### config.mk
export PLATFORM = sky130hd
export DESIGN_NAME = multi_pause
export DESIGN_NICKNAME = d
export VERILOG_FILES = /design/src/rtl/multi_pause_pkg.sv /design/src/rtl/multi_pause_switch_debounce.sv /design/src/rtl/multi_pause.sv
export SDC_FILE = /design/constraint.sdc
export NUM_CORES = 1
export LEC_CHECK = 0
export CORE_ASPECT_RATIO = 1.25
export CORE_MARGIN = 4
export CORE_UTILIZATION = 43
export CTS_CLUSTER_SIZE = 20
export DETAILED_ROUTE_END_ITERATION = 8
export SYNTH_ARGS = -nofsm -noshare
export SYNTH_HDL_FRONTEND = slang
export SYNTH_SLANG_ARGS = --single-unit
### constraint.sdc
create_clock -name clk -period 2.2 [get_ports clk]
set_input_delay 0.22 -clock clk [delete_from_list [all_inputs] [get_ports clk]]
set_output_delay 0.22 -clock clk [all_outputs]
set_load 0.05 [all_outputs]
### src/rtl/multi_pause_pkg.sv
`default_nettype none
// ============================================================================
// Module   : multi_pause_pkg
// Purpose  : Shared definitions for the multi-channel pause stage: channel
//            FSM state encoding and the default debounce length.
// Ports    : none (package)
// Revision : 1.0 - initial release
// ============================================================================
package multi_pause_pkg;

  // Default number of consecutive stable synchronized samples needed before
  // the debounced level follows the switch.
  localparam int unsigned DEFAULT_DEBOUNCE_CYCLES = 16;

  // Channel FSM state type and encoding. Encoding 2'd3 is unused and
  // recovers to sWait.
  typedef logic [1:0] state_t;
  localparam state_t sWait = 2'd0;
  localparam state_t sHigh = 2'd1;
  localparam state_t sDone = 2'd2;

endpackage : multi_pause_pkg
`default_nettype wire

### src/rtl/multi_pause_switch_debounce.sv
`default_nettype none
// ============================================================================
// Module   : switch_debounce
// Purpose  : Two-flop synchronizer followed by a run-length debouncer for one
//            asynchronous switch input.
// Ports    : clk  - system clock
//            rst  - asynchronous active-low reset
//            in   - raw switch level, asynchronous to clk
//            out  - debounced level (registered)
// Revision : 1.0 - initial release
// ============================================================================
module switch_debounce
  import multi_pause_pkg::*;
#(
  parameter int unsigned DEBOUNCE_CYCLES = DEFAULT_DEBOUNCE_CYCLES
) (
  input  logic clk,
  input  logic rst,
  input  logic in,
  output logic out
);

  localparam int unsigned CW = $clog2(DEBOUNCE_CYCLES + 1);
  // Count value at which the next mismatching sample completes the run.
  localparam logic [CW-1:0] C_LAST = CW'(DEBOUNCE_CYCLES - 1);

  logic          sync1_q;
  logic          sync2_q;
  logic          deb_q;
  logic          deb_d;
  logic [CW-1:0] cnt_q;
  logic [CW-1:0] cnt_d;

  // Any sample agreeing with the current level restarts the run; the level
  // only flips on the sample that would bring the run to DEBOUNCE_CYCLES.
  always_comb begin
    deb_d = deb_q;
    cnt_d = '0;
    if (sync2_q != deb_q) begin
      if (cnt_q == C_LAST) begin
        deb_d = sync2_q;
      end else begin
        cnt_d = cnt_q + CW'(1);
      end
    end
  end

  always_ff @(posedge clk or negedge rst) begin
    if (!rst) begin
      sync1_q <= 1'b0;
      sync2_q <= 1'b0;
      deb_q   <= 1'b0;
      cnt_q   <= '0;
    end else begin
      sync1_q <= in;
      sync2_q <= sync1_q;
      deb_q   <= deb_d;
      cnt_q   <= cnt_d;
    end
  end

  assign out = deb_q;

endmodule : switch_debounce
`default_nettype wire

### src/rtl/multi_pause.sv
`default_nettype none
// ============================================================================
// Module   : multi_pause
// Purpose  : Multi-channel pause stage. Each channel commits once after a
//            clean, debounced high-then-low toggle of its switch, raising a
//            done flag and a single-cycle commit pulse. Optional re-arm.
// Ports    : clk         - system clock
//            rst         - asynchronous active-low reset
//            switchIn    - raw switch levels, one per channel
//            clear       - re-arm request (only honoured when STICKY=0)
//            toggle      - per-channel done flags (registered)
//            commitPulse - per-channel one-cycle commit pulse (registered)
//            anyDone     - OR of toggle
//            allDone     - AND of toggle
// Revision : 1.0 - initial release
// ============================================================================
module multi_pause
  import multi_pause_pkg::*;
#(
  parameter int unsigned CHANNELS        = 4,
  parameter int unsigned DEBOUNCE_CYCLES = DEFAULT_DEBOUNCE_CYCLES,
  parameter bit          STICKY          = 1'b1
) (
  input  logic                clk,
  input  logic                rst,
  input  logic [CHANNELS-1:0] switchIn,
  input  logic                clear,
  output logic [CHANNELS-1:0] toggle,
  output logic [CHANNELS-1:0] commitPulse,
  output logic                anyDone,
  output logic                allDone
);

  logic [CHANNELS-1:0] deb;

  for (genvar g = 0; g < CHANNELS; g++) begin : g_chan
    state_t state_q;
    logic   toggle_q;
    logic   pulse_q;

    switch_debounce #(
      .DEBOUNCE_CYCLES(DEBOUNCE_CYCLES)
    ) u_debounce (
      .clk(clk),
      .rst(rst),
      .in (switchIn[g]),
      .out(deb[g])
    );

    // Outputs are registered alongside the state so toggle and the commit
    // pulse change on the same edge as the sHigh -> sDone transition.
    always_ff @(posedge clk or negedge rst) begin
      if (!rst) begin
        state_q  <= sWait;
        toggle_q <= 1'b0;
        pulse_q  <= 1'b0;
      end else begin
        pulse_q <= 1'b0;
        case (state_q)
          sWait: begin
            if (deb[g]) begin
              state_q <= sHigh;
            end
          end
          sHigh: begin
            if (!deb[g]) begin
              state_q  <= sDone;
              toggle_q <= 1'b1;
              pulse_q  <= 1'b1;
            end
          end
          sDone: begin
            if (!STICKY && clear) begin
              state_q  <= sWait;
              toggle_q <= 1'b0;
            end
          end
          default: begin
            state_q  <= sWait;
            toggle_q <= 1'b0;
          end
        endcase
      end
    end

    assign toggle[g]      = toggle_q;
    assign commitPulse[g] = pulse_q;
  end

  assign anyDone = |toggle;
  assign allDone = &toggle;

endmodule : multi_pause
`default_nettype wire

==> reports/metrics.yaml <==
run_status:
  status: "finished, final reports clean"
placement:
  placed_area_sq_mm: 0.001984
  dp_slack_ns: 0.3380
  placed_cells: 209
  io_buffers: 15
  dp_hpwl_um: 1858
  routabilityCongestion: 0.7022
synthesis:
  syn_inst: 144
  yosysUniqueCellTypes: 24
  seq_area_frac_synth_pct: 66.21
  synth_top_area_share_pct: 66.21
  synth-compound-area-share_pct: 4.621
  synth-adder-area-share_pct: 2.759
  yosys_warnings: 0
  synth_mux_area_share_pct: 3.034
  synth.largest_area_cell: "dfrtp_1"
  netlist_area_sq_mm: 0.001814
  synth_top_family_by_area: "simple AND/OR/NAND/NOR gates"
  synth-xor-area-share_pct: 6.207
  synth-simple-area-share_pct: 11.79
  synth_fp_nets: 155
  ys_ff_latch: 48
  synth_area_leaders: "dfrtp_1, xor2_1, nor2_1"
  syn_avg_cell_area_sq_um: 12.60
global_route:
  grt-ovfl-total: 0
  grt_pass1_vias: 1070
  grt_pass1_wl_um: 4547
  grt_max_degree: 25
  antenna_found_initial: 0
  grt.total_usage_pct: 11.19
drt:
  route.vias.total: 1017
  drt_pass1_iterations: 2
  ant_nets: 0
  drt_wl_total_um: 2557
  routedWlPerCell_um: 11.73
  drc_errors: 0
  vias_per_cell: 4.665
  drt_first_iter_violations: 32
setup_path:
  timing.rr.start: "g_chan[1].u_debounce.cnt_q[0]"
  critPathLaunchType: "flop"
  critPathSlowestCell: "clkdlybuf4s50_1"
  reg2reg_depth: 4
  cp-end-kind: "output pin"
  reg2reg_to: "g_chan[1].u_debounce.out"
  slowest_delay_ns: 0.80
  ff2ff_setup_slack_ns: 0.91
  worstPathArrival_ns: 1.68
  required_ns: 1.98
  path_max_fanout: 4
  path_cells: "and4_1, clkdlybuf4s50_1"
  worstSetupPathType: "reg2out"
clock_network:
  clock_sinks: 48
  cts_buffers: 5
  path_clk_slew_ns: 0.08
  insertion_delay_ns: 0.29
  cts_max_level: 2
  clk_path_buf_depth: 2
  cts_root_buf: "clkbuf_8"
  tritoncts: "yes"
timing:
  min_period_ns: 1.903
  holdWs_ns: 0.3466
  hold_viol_final: 0
  tns_ns: 0
  fin_crit_sh_pct: 86.52
  rsz0062_at_grt: "no"
  fin_skew_ns: 0.005600
  setup_violations: 0
  worst_pin_slew_ns: 0.5317
  slew_viol_final: 0
  setup_ws_ns: 0.2965
  fmax_mhz: 525.4
  max_slew_margin_pct: 64.56
final_layout:
  fillers: 367
  layout.nets: 172
  area_growth_pct: 16.00
  final_cell_mix: "dfrtp_1, nor2_1, clkdlybuf4s50_1, xor2_1, inv_1"
  fin_util_pct: 51.75
  finalNonFillerCells: 218
  stdcell_area_sq_mm: 0.002105
  layout-drive-gt1-share_pct: 8.642
  layout_commonest_cell: "dfrtp_1"
  antenna_cells: 0
power_and_ir_drop:
  power_mw: 1.628
  ir_drop_uv: 464.6
  powerDensity_mw_per_mm2: 773.7
  p_leak_nw: 1.111
floorplanning:
  die-area_sq_mm: 0.005329
  ios: 17
  initial_core_util_pct: 44.62
  fp.dieH_um: 80.62
  rows: 26
  coreArea_sq_mm: 0.004066
  die_w_um: 66.10
hold_path:
  hold-path-endpoint: "g_chan[3].u_debounce.sync2_q"
  hp-class: "reg2reg"
  min-delay-start: "g_chan[3].u_debounce.sync1_q"
  whs_path_depth: 0
flow_run:
  maxCapViolCount: 0
synthesized netlist by cell type:
| cell type | number |
|---|---|
| xor2_2 | 1 |
| nor2_1 | 18 |
| dfrtp_1 | 48 |
| mux2i_1 | 1 |
| o21ai_2 | 1 |
| xor2_1 | 11 |
| ha_1 | 4 |
| or4_1 | 1 |
| o21ai_1 | 3 |
| a21o_1 | 3 |
| nand3_1 | 8 |
| and3_1 | 4 |
| nor2_2 | 1 |
| mux2_1 | 3 |
| and4_1 | 1 |
| a22oi_1 | 1 |
| buf_4 | 8 |
| inv_1 | 10 |
| a21oi_1 | 6 |
| nor2b_1 | 1 |
| nand2b_1 | 1 |
| nor3_1 | 3 |
| mux2_2 | 1 |
| and2_1 | 5 |
layer usage:
metal	part of all wire [%]	GRT usage [%]
met4	1.4	4.268
met1	43	13.16
met5	0	0
met2	51	18.27
met3	4.4	4.336
critical path: cells and delay by family (launching register included):
kind / cells / cell delay (ns)
flip-flops: 1 / 0.39
buffers and inverters: 1 / 0.80
AND/OR/NAND/NOR: 1 / 0.20
kinds of logic after synthesis:
family	Yosys count
multiplexers	5
flip-flops	48
AO/OA/AOI/OAI	14
buffers and inverters	18
AND/OR/NAND/NOR	43
XOR/XNOR	12
adder cells (fa/ha/maj)	4
report_power, final:
group          switching, mW  leakage (nW)  total, mW  internal, mW
sequential            0.0205         0.642      0.931         0.910
combinational         0.0530         0.414     0.0906        0.0377
clock                  0.270        0.0552      0.607         0.337
total                  0.343          1.11       1.63          1.29
how the worst max path moves through the flow:
stage                  startpoint      end  slack, ns  cells after the start
6_report       g_chan[2].toggle_q  allDone       0.30                      2
4_1_cts        g_chan[1].toggle_q  anyDone     0.0007                      2
5_1_grt        g_chan[2].toggle_q  allDone       0.22                      2
3_3_place_gp   g_chan[1].toggle_q  anyDone       0.38                      2
2_1_floorplan  g_chan[1].toggle_q  anyDone       0.83                      1
3_5_place_dp   g_chan[1].toggle_q  anyDone       0.34                      2
area by class of cell:
class / count / area [sq um] / share of cell area [%]
flip-flops and latches: 48 / 1201 / 57.07
multi-input cells: 78 / 515.5 / 24.49
repair buffers: 18 / 172.7 / 8.205
clock buffers: 6 / 72.57 / 3.448
well taps: 56 / 70.07 / 3.329
inverters: 10 / 37.54 / 1.784
clock inverters: 2 / 35.03 / 1.665
what timing repair did:
| action | in CTS | in global routing |
|---|---|---|
| setup buffers | 0 | 0 |
| setup endpoints to repair | 0 | 1 |
| endpoints found under the hold margin | 22 | 0 |
| resized for setup | 0 | 1 |
| hold buffers | 1 | 0 |
state kept, by name (all words and copies together), names as in the netlist:
signal / flops
g_chan.u_debounce.sync1_q: 4
g_chan.u_debounce.cnt_q: 20
g_chan.pulse_q: 4
g_chan.u_debounce.sync2_q: 4
g_chan.u_debounce.out: 4
g_chan.toggle_q: 4
g_chan.state_q: 8
(Power assumes the default switching activity.)
